$ cat src/rtl/uart_audio_pkg.sv
// Shared encodings and packet constants for the UART audio sequencer.
// Packet byte selection lives here so the top stays a pure control FSM.
package uart_audio_pkg;

    localparam int unsigned SAMPLE_W = 16;
    localparam int unsigned BYTE_W   = 8;
    localparam int unsigned IDX_W    = 2;
    localparam int unsigned PKT_LEN  = 3;

    localparam logic [BYTE_W-1:0] SYNC_BYTE_DEFAULT = 8'hA5;
    localparam logic [IDX_W-1:0]  IDX_LAST          = IDX_W'(PKT_LEN - 1);

    typedef enum logic [1:0] {
        IDLE  = 2'b00,
        START = 2'b01,
        WAIT  = 2'b10
    } seq_state_e;

    // Byte of a packet at position idx: header, sample MSB, sample LSB.
    function automatic logic [BYTE_W-1:0] pkt_byte(
        input logic [BYTE_W-1:0]   sync,
        input logic [SAMPLE_W-1:0] sample,
        input logic [IDX_W-1:0]    idx
    );
        logic [BYTE_W-1:0] b;
        case (idx)
            2'd0:    b = sync;
            2'd1:    b = sample[15:8];
            default: b = sample[7:0];
        endcase
        return b;
    endfunction

endpackage

$ cat src/rtl/sample_fifo.sv
// Power-of-two sample FIFO with registered full/empty/ready flags.
// The head word is a combinational read of the storage at the read pointer.
module sample_fifo #(
    parameter int unsigned DEPTH = 4,
    parameter int unsigned WIDTH = 16
) (
    input  logic             clk,
    input  logic             rst_n,
    input  logic             push_i,
    input  logic [WIDTH-1:0] push_data_i,
    input  logic             pop_i,
    output logic [WIDTH-1:0] rd_data_c_o,
    output logic             full_o,
    output logic             empty_o,
    output logic             ready_o
);

    localparam int unsigned AW = $clog2(DEPTH);
    localparam int unsigned CW = AW + 1;

    logic [WIDTH-1:0] mem_q [DEPTH];
    logic [AW-1:0]    wr_ptr_q;
    logic [AW-1:0]    rd_ptr_q;
    logic [CW-1:0]    count_q;
    logic [CW-1:0]    count_d;
    logic             full_q;
    logic             empty_q;
    logic             ready_q;
    logic             push_ok;
    logic             pop_ok;

    // A push on a full FIFO is only legal when a pop frees a slot at the same edge.
    assign pop_ok  = pop_i & ~empty_q;
    assign push_ok = push_i & (~full_q | pop_ok);

    always_comb begin
        count_d = count_q;
        case ({push_ok, pop_ok})
            2'b10:   count_d = count_q + CW'(1);
            2'b01:   count_d = count_q - CW'(1);
            default: count_d = count_q;
        endcase
    end

    always_ff @(posedge clk or negedge rst_n) begin
        if (!rst_n) begin
            wr_ptr_q <= '0;
            rd_ptr_q <= '0;
            count_q  <= '0;
            full_q   <= 1'b0;
            empty_q  <= 1'b1;
            ready_q  <= 1'b0;
        end else begin
            if (push_ok) begin
                wr_ptr_q <= wr_ptr_q + AW'(1);
            end
            if (pop_ok) begin
                rd_ptr_q <= rd_ptr_q + AW'(1);
            end
            count_q <= count_d;
            full_q  <= (count_d == CW'(DEPTH));
            empty_q <= (count_d == '0);
            ready_q <= (count_d != CW'(DEPTH));
        end
    end

    always_ff @(posedge clk) begin
        if (push_ok) begin
            mem_q[wr_ptr_q] <= push_data_i;
        end
    end

    assign rd_data_c_o = mem_q[rd_ptr_q];
    assign full_o      = full_q;
    assign empty_o     = empty_q;
    assign ready_o     = ready_q;

endmodule

$ cat src/rtl/uart_audio_sequencer.sv
// Buffers 16-bit PCM samples and streams each one to a byte UART as
// SYNC, MSB, LSB, handshaking every byte with Tx_Start / Tx_Done.
module uart_audio_sequencer
    import uart_audio_pkg::*;
#(
    parameter int unsigned       FIFO_DEPTH = 4,
    parameter logic [BYTE_W-1:0] SYNC_BYTE  = SYNC_BYTE_DEFAULT
) (
    input  logic                CLOCK_50,
    input  logic                Reset_N,
    input  logic                Enable,
    input  logic                Sample_Valid,
    input  logic [SAMPLE_W-1:0] Sample_Data,
    output logic                Sample_Ready,
    output logic                Tx_Start,
    output logic [BYTE_W-1:0]   Tx_Data,
    input  logic                Tx_Done,
    output logic                Busy,
    output logic                Overflow,
    input  logic                Overflow_Clr
);

    seq_state_e          state_q;
    seq_state_e          state_d;
    logic [IDX_W-1:0]    idx_q;
    logic [IDX_W-1:0]    idx_d;
    logic [SAMPLE_W-1:0] hold_q;
    logic [SAMPLE_W-1:0] hold_d;
    logic                tx_start_q;
    logic                tx_start_d;
    logic [BYTE_W-1:0]   tx_data_q;
    logic [BYTE_W-1:0]   tx_data_d;
    logic                busy_q;
    logic                busy_d;
    logic                ovf_q;
    logic                ovf_d;

    logic                fifo_push;
    logic                fifo_pop;
    logic [SAMPLE_W-1:0] fifo_head;
    logic                fifo_full;
    logic                fifo_empty;
    logic                fifo_ready;

    assign fifo_push = Sample_Valid & fifo_ready;

    sample_fifo #(
        .DEPTH (FIFO_DEPTH),
        .WIDTH (SAMPLE_W)
    ) u_fifo (
        .clk         (CLOCK_50),
        .rst_n       (Reset_N),
        .push_i      (fifo_push),
        .push_data_i (Sample_Data),
        .pop_i       (fifo_pop),
        .rd_data_c_o (fifo_head),
        .full_o      (fifo_full),
        .empty_o     (fifo_empty),
        .ready_o     (fifo_ready)
    );

    // Packet FSM: Tx_Start/Tx_Data are prepared on the edge that enters START.
    always_comb begin
        state_d    = state_q;
        idx_d      = idx_q;
        hold_d     = hold_q;
        tx_start_d = 1'b0;
        tx_data_d  = tx_data_q;
        fifo_pop   = 1'b0;
        case (state_q)
            IDLE: begin
                if (!fifo_empty && Enable) begin
                    fifo_pop   = 1'b1;
                    hold_d     = fifo_head;
                    idx_d      = '0;
                    tx_start_d = 1'b1;
                    tx_data_d  = SYNC_BYTE;
                    state_d    = START;
                end
            end
            START: begin
                state_d = WAIT;
            end
            WAIT: begin
                if (Tx_Done) begin
                    if (idx_q == IDX_LAST) begin
                        idx_d   = '0;
                        state_d = IDLE;
                    end else begin
                        idx_d      = idx_q + IDX_W'(1);
                        tx_start_d = 1'b1;
                        tx_data_d  = pkt_byte(SYNC_BYTE, hold_q, idx_q + IDX_W'(1));
                        state_d    = START;
                    end
                end
            end
            default: begin
                idx_d   = '0;
                state_d = IDLE;
            end
        endcase
        busy_d = (state_d != IDLE);
    end

    // Sticky overflow; a new offer against a full FIFO beats a same-cycle clear.
    assign ovf_d = (Sample_Valid & fifo_full) | (ovf_q & ~Overflow_Clr);

    always_ff @(posedge CLOCK_50 or negedge Reset_N) begin
        if (!Reset_N) begin
            state_q    <= IDLE;
            idx_q      <= '0;
            hold_q     <= '0;
            tx_start_q <= 1'b0;
            tx_data_q  <= '0;
            busy_q     <= 1'b0;
            ovf_q      <= 1'b0;
        end else begin
            state_q    <= state_d;
            idx_q      <= idx_d;
            hold_q     <= hold_d;
            tx_start_q <= tx_start_d;
            tx_data_q  <= tx_data_d;
            busy_q     <= busy_d;
            ovf_q      <= ovf_d;
        end
    end

    assign Sample_Ready = fifo_ready;
    assign Tx_Start     = tx_start_q;
    assign Tx_Data      = tx_data_q;
    assign Busy         = busy_q;
    assign Overflow     = ovf_q;

endmodule

$ cat config.mk
export PLATFORM = sky130hd
export DESIGN_NAME = uart_audio_sequencer
export DESIGN_NICKNAME = d
export VERILOG_FILES = /design/src/rtl/uart_audio_pkg.sv /design/src/rtl/sample_fifo.sv /design/src/rtl/uart_audio_sequencer.sv
export SDC_FILE = /design/constraint.sdc
export NUM_CORES = 1
export LEC_CHECK = 0
export BUFFER_PORTS_ARGS = -buffer_cell sky130_fd_sc_hd__buf_2
export CORE_MARGIN = 4
export CORE_UTILIZATION = 50
export CTS_CLUSTER_SIZE = 24
export DETAILED_ROUTE_END_ITERATION = 10
export PLACE_DENSITY = 0.68
export SLEW_MARGIN = 20
export SYNTH_ARGS = -nofsm -noshare
export SYNTH_HDL_FRONTEND = slang
export SYNTH_SLANG_ARGS = --single-unit
$ cat constraint.sdc
create_clock -name CLOCK_50 -period 3.7 [get_ports CLOCK_50]
set_clock_uncertainty 0.2 [all_clocks]
set_input_delay 0.37 -clock CLOCK_50 [delete_from_list [all_inputs] [get_ports CLOCK_50]]
set_output_delay 0.37 -clock CLOCK_50 [all_outputs]
set_load 0.01 [all_outputs]
Yosys cells after proc, flatten, opt, wreduce, memory -nomap -nowiden
Memory sizes are Yosys's and may differ from the RTL's. A register that Yosys moved wholly into a read port is not among the register bits.
Cells that the tools add are included.
Widths: inputs -> output; s select.
{"block": "classes", "muxes": 21, "reduce_logical": 11, "n_addsub": 5, "eq_ne": 11, "multipliers": 0, "order_cmp": 0, "n_bitwise": 11, "div_mod_pow": 0, "n_shift": 0}
{"operator": "$pmux 8 s2", "count": 2}
{"operator": "$mux 8", "count": 3}
{"operator": "$pmux 2 s3", "count": 2}
{"operator": "$mux 2", "count": 5}
{"operator": "$mux 1", "count": 7}
{"operator": "$add 2x1->2 const B", "count": 3}
{"operator": "$eq 2x1->1 const B", "count": 3}
{"operator": "$eq 2x2->1 const B", "count": 3}
{"operator": "$ne 2x2->1 const B", "count": 3}
{"operator": "$pmux 3 s2", "count": 1}
{"operator": "$and 1x1->1", "count": 5}
{"operator": "$logic_not 2->1", "count": 2}
{"operator": "$not 1->1", "count": 4}
{"operator": "$reduce_and 4->1", "count": 1}
{"operator": "$reduce_bool 2->1", "count": 2}
{"operator": "$add 3x1->3 const B", "count": 1}
{"operator": "$eq 3x3->1 const B", "count": 1}
{"operator": "$logic_not 3->1", "count": 1}
{"operator": "$ne 3x3->1 const B", "count": 1}
{"operator": "$reduce_and 3->1", "count": 1}
{"operator": "$sub 3x1->3 const B", "count": 1}
{"operator": "$logic_not 1->1", "count": 2}
{"operator": "$or 1x1->1", "count": 2}
{"operator": "$pmux 1 s2", "count": 1}
{"operator": "other kinds (2)", "count": 2}
{"block": "word_totals", "romBits": 0, "regBits": 25, "n_memories": 1, "mem_bits_rw": 64, "latch_bits": 0, "inputBits": 22}
{"name": "u_fifo.mem_q", "depth": 4, "width": 16, "rd": 1, "rd_ports_with_merged_regs": 1, "write_ports": 1, "line_no": "sample_fifo.sv:21", "rtl": "logic [WIDTH-1:0] mem_q [DEPTH];"}

Logic depth before layout (Yosys ltp)
{"block": "depth", "word_depth": 10, "ltp_mapped": 10, "mapped_depth_nobuf": 9}

Modules after synthesis
A second synthesis with hierarchy kept.
{"block": "unflattened", "hier_cells": 241, "area_unflattened_um2": 4272.8}
{"mod": "sample_fifo", "n_inst": 1, "seq_area_each_um2": 2173.3, "cells_each": 131, "area_each_um2": 2896.5}
{"mod": "uart_audio_sequencer", "n_inst": 1, "seq_area_each_um2": 775.7, "cells_each": 110, "area_each_um2": 1376.3}

Worst setup path after synthesis
Ideal clock, no wire load.
{"block": "synth_timing", "path_type": "register to register", "startpoint": "register state_q[0]", "endpoint": "register u_fifo.count_q[2]", "setup_time_ps": 127, "period_less_slack_ps": 2843, "slack_ps": 857, "n_path_buf": 2, "t_arrival_ps": 2515, "required_ps": 3373, "path_stages_with_launch": 11, "path_cell_list": "dfrtp_1 -> buf_6 -> or4b_4 -> clkinv_1 -> buf_4 -> ha_1 -> inv_1 -> fa_1 -> xor2_1 -> o21a_1 -> or2_2"}
{"block": "synth_between", "elab_chain_cells": 7, "word_cells_on_any_way": 8, "cone_classes": "eq/ne: 2; mux: 2; bitwise: 3; reduce/logical: 1"}
{"item": "start: declaration", "line_no": "uart_audio_sequencer.sv:23", "rtl": "seq_state_e state_q;"}
{"item": "start signal: assignment", "line_no": "uart_audio_sequencer.sv:118", "rtl": "state_q <= state_d;"}
{"item": "$logic_not 2->1 (*)", "line_no": "uart_audio_sequencer.sv:70", "rtl": "case (state_q)"}
{"item": "$mux 1 (*)", "line_no": "uart_audio_sequencer.sv:70"}
{"item": "$and 1x1->1 (*)", "line_no": "sample_fifo.sv:33", "rtl": "assign pop_ok = pop_i & ~empty_q;"}
{"item": "named net u_fifo.pop_ok", "line_no": "sample_fifo.sv:30", "rtl": "logic pop_ok;"}
{"item": "$or 1x1->1", "line_no": "sample_fifo.sv:34", "rtl": "assign push_ok = push_i & (~full_q | pop_ok);"}
{"item": "$and 1x1->1", "line_no": "sample_fifo.sv:34"}
{"item": "$eq 2x1->1 or $eq 2x2->1 (tied branches)", "line_no": "sample_fifo.sv:38", "rtl": "case ({push_ok, pop_ok})"}
{"item": "$pmux 3 s2 (*)", "line_no": "sample_fifo.sv:38"}
{"item": "named net u_fifo.count_d[2]", "line_no": "sample_fifo.sv:25", "rtl": "logic [CW-1:0] count_d;"}
{"item": "end signal: assignment", "line_no": "sample_fifo.sv:60", "rtl": "count_q <= count_d;"}
{"item": "end: declaration", "line_no": "sample_fifo.sv:24", "rtl": "logic [CW-1:0] count_q;"}
The timed path passes the listed nets; every way through them passes the cells marked *.
A chain may end at the register's enable or synchronous reset.

Final worst setup path
{"block": "layout_timing", "startpoint": "register state_q[1]", "endpoint": "register u_fifo.full_q, in the netlist u_fifo.full_o"}
{"block": "layout_between", "elab_chain_cells": 8, "word_cells_on_any_way": 9, "cone_classes": "eq/ne: 3; mux: 2; bitwise: 3; reduce/logical: 1"}
{"item": "$logic_not 2->1 (*)", "line_no": "uart_audio_sequencer.sv:70"}
{"item": "$mux 1 (*)", "line_no": "uart_audio_sequencer.sv:70"}
{"item": "$and 1x1->1 (*)", "line_no": "sample_fifo.sv:33"}
{"item": "$or 1x1->1", "line_no": "sample_fifo.sv:34"}
{"item": "$and 1x1->1", "line_no": "sample_fifo.sv:34"}
{"item": "$eq 2x1->1 or $eq 2x2->1 (tied branches)", "line_no": "sample_fifo.sv:38"}
{"item": "$pmux 3 s2 (*)", "line_no": "sample_fifo.sv:38"}
{"item": "$eq 3x3->1 (*)", "line_no": "sample_fifo.sv:61", "rtl": "full_q <= (count_d == CW'(DEPTH));"}
{"item": "end signal: assignment", "line_no": "sample_fifo.sv:61"}
{"item": "end: declaration", "line_no": "sample_fifo.sv:26", "rtl": "logic full_q;"}
Every way passes the cells marked *; elsewhere a longest branch is shown, timed or not.

==> impl_metrics.yaml <==
clock_tree:
  ctsResizeCount: 0
  cts_buffer_depth: 2
  cts_tree: "yes"
  clkLatencyLatePin_ns: 0.36
  path_clk_slew_ns: 0.10
  hold_buffers: 9
  cts_sinks: 105
  numCtsBuffers: 9
  htree_levels: 3
  cts_root_buffer: "clkbuf_8"
  postCtsSetupBuffers: 0
critical_path:
  crit_path_cell_trace: "or4b_4, a21oi_4, inv_1, ha_1, inv_1, fa_1, and3b_1, a31oi_1, o21ba_2"
  path_max_fanout: 21
  critPathLaunchType: "flop"
  critPathKind: "reg2reg"
  crit_slowest_cell: "or4b_4"
  cp.arrival_ns: 3.17
  crit_path_frequent_cell: "inv_1"
  end_kind: "flop"
  cp.required_ns: 3.76
  slowest_delay_ns: 0.71
place:
  dp.final_hpwl_um: 4400
  dp_cells: 407
  portBuffers: 33
  post_dp_cell_area_um2: 4510
  gp_congestion: 0.717
cells_and_area:
  nets: 354
  drive_above_1_share_pct: 24.8
  area_delta_synth_final_pct: 13.0
  fin_area_um2: 4790
  instances_no_fill: 432
  num_antenna_cells: 0
die:
  die_h_um: 100
  num_rows: 33
  die_area_um2: 10000
  start_util_pct: 51.5
  die_w_um: 100
  io_pins: 34
  core_area_um2: 8220
logic_synthesis:
  yosys_warnings: 0
  synth_area_um2: 4240
  avgSynthCellArea_um2: 15.5
  ys_seq_area_share_pct: 69.6
  ys_top_cells_by_area: "edfxtp_1, dfrtp_1, mux4_2"
  ys_async_sr_fraction_pct: 39.0
  ys_types: 39
  synth_edf_count: 64
  synthCells: 274
  synth_ff_type: "edfxtp_1"
  ys_ff_latch: 105
  yosysTopAreaCell: "edfxtp_1"
  syn_nets: 306
  yosysTopAreaCellShare_pct: 45.4
global_routing:
  grt_pass1_vias: 2261
  grt_max_degree: 42
  grt_pass1_wl_um: 11600
  antenna_found_initial: 0
  track_usage_pct: 15.1
  overflow: 0
job:
  maxCapViolations: 0
detailed_routing:
  routed_via_density: 5.12
  dr.pass1.iters: 4
  wl_per_cell_um: 16.1
  vias: 2212
  wl_um: 6970
  initialDrtViolationCount: 106
  ant_nets: 0
  drc: 0
timing:
  fmax_mhz: 322
  finalHoldViolations: 0
  worst_pin_slew_ns: 0.912
  drv_slew: 0
  post-route-min-period_ns: 3.11
  fin_tns_setup_ns: 0
  slew_headroom_pct: 39.2
  period_share_pct: 84.1
  grt_setup_unrepaired: "no"
  setup_viol_count_final: 0
power_and_ir_drop:
  vdd.ir_drop.worst_mv: 0.352
  power.leakage_nw: 1.90
  finalPower_w: 0.00368
  p_per_area_nw_per_um2: 770
outcome:
  outcome: "finished clean"
hold_path:
  min_path_type: "in2reg"
==> per-layer routing <==
metal | vias to the layer above | global-route usage [%] | part of all wire [%]
li1 | 1075 | - | -
met1 | 1080 | 21.4 | 47
met2 | 45 | 23.4 | 47
met3 | 12 | 3.61 | 4.4
met4 | 0 | 4.97 | 1.4
met5 | - | 0 | 0
==> worst max-delay path: cells and delay by family (launching register included) <==
| kind | cells | cell delay (ns) |
|---|---|---|
| AOI/OAI and AO/OA | 3 | 0.69 |
| adders and majority gates | 2 | 0.62 |
| buffers and inverters | 2 | 0.14 |
| DFF | 1 | 0.47 |
| and+or+nand+nor | 2 | 0.90 |
==> placed cells by master (no fill, tap or decap), drive strengths merged, types with 2 or more instances in the layout <==
| cell | n |
|---|---|
| a21oi | 11 |
| and2 | 4 |
| buf | 38 |
| clkbuf | 10 |
| clkinv | 4 |
| dfrtp | 40 |
| dlygate4sd3 | 9 |
| edfxtp | 64 |
| ha | 9 |
| inv | 13 |
| mux2 | 6 |
| mux4 | 16 |
| nand2 | 60 |
| nand3 | 2 |
| nand3b | 5 |
| nor2 | 2 |
| nor2b | 4 |
| nor3 | 2 |
| o211ai | 2 |
| o21ai | 4 |
| o22a | 4 |
| or2 | 2 |
| xnor2 | 4 |
==> state kept, by name, indices dropped and copies added, names as in the netlist <==
| signal | count |
|---|---|
| Busy | 1 |
| u_fifo.full_o | 1 |
| Overflow | 1 |
| u_fifo.count_q | 3 |
| u_fifo.ready_o | 1 |
| Tx_Start | 1 |
| Tx_Data | 8 |
| u_fifo.rd_ptr_q | 2 |
| state_q | 2 |
| idx_q | 2 |
| u_fifo.wr_ptr_q | 2 |
| u_fifo.empty_o | 1 |
| u_fifo.mem_q | 64 |
| hold_q | 16 |
==> cell families after synthesis <==
family                     synth area share, %
muxes                                     10.2
xor gates and xnor gates                  1.03
and+or+nand+nor                           9.37
adders and majority gates                 3.13
buffers and inverters                     2.42
DFF                                       69.6
AOI/OAI and AO/OA                         4.22
==> per-stage QoR <==
| stage | worst slack [ns] | hold WS, ns | util [%] |
|---|---|---|---|
| final | 0.590 | 0.0236 | 58.2 |
| after global routing | 0.450 | 0.00267 | 58.2 |
| after CTS | 0.580 | 0.00203 | 58.2 |
| after detailed placement | 0.592 | 0.264 | 54.9 |
| after global placement | 0.680 | 0.263 | 54.9 |
| after floorplan | 0.857 | -0.126 | - |
==> cell type report <==
cell class                      count  area (um2)
Clock buffer                       10         128
Clock inverter                      6        60.1
Fill cell                         647        3430
Inverter                           11        41.3
Multi-Input combinational cell    148        1180
Sequential cell                   105        2950
Tap cell                          105         131
Timing Repair Buffer               47         293
==> cell usage after synthesis, types with 4 or more instances <==
| cell type | number |
|---|---|
| xnor2_1 | 4 |
| a21oi_1 | 9 |
| buf_2 | 4 |
| ha_1 | 9 |
| dfrtp_1 | 40 |
| nand2_1 | 60 |
| inv_1 | 10 |
| and2_1 | 4 |
| o21ai_0 | 4 |
| o22a_1 | 4 |
| edfxtp_1 | 64 |
| nor2b_1 | 4 |
| mux2_2 | 5 |
| mux4_2 | 16 |
| nand3b_1 | 5 |
==> final timing paths <==
check                               start                  to  slack (ns)  cells past startpoint
setup / recovery               state_q[1]       u_fifo.full_o        0.59                      9
hold / removal             Sample_Data[5]  u_fifo.mem_q[3][5]        0.02                      1
setup reg to reg               state_q[1]       u_fifo.full_o        0.59                      9
hold reg to reg                 hold_q[6]           hold_q[6]        0.28                      2
max in group asynchronous         Reset_N          hold_q[13]        2.26                      2
min in group asynchronous         Reset_N            Overflow        0.47                      2
==> power breakdown <==
part           switching (W)  leakage (nW)  internal (W)  total [W]
Sequential          0.000197          1.08       0.00160    0.00180
Combinational       0.000646         0.722      0.000579    0.00122
Clock               0.000400        0.0951      0.000262   0.000662
(Power assumes the default switching activity.)
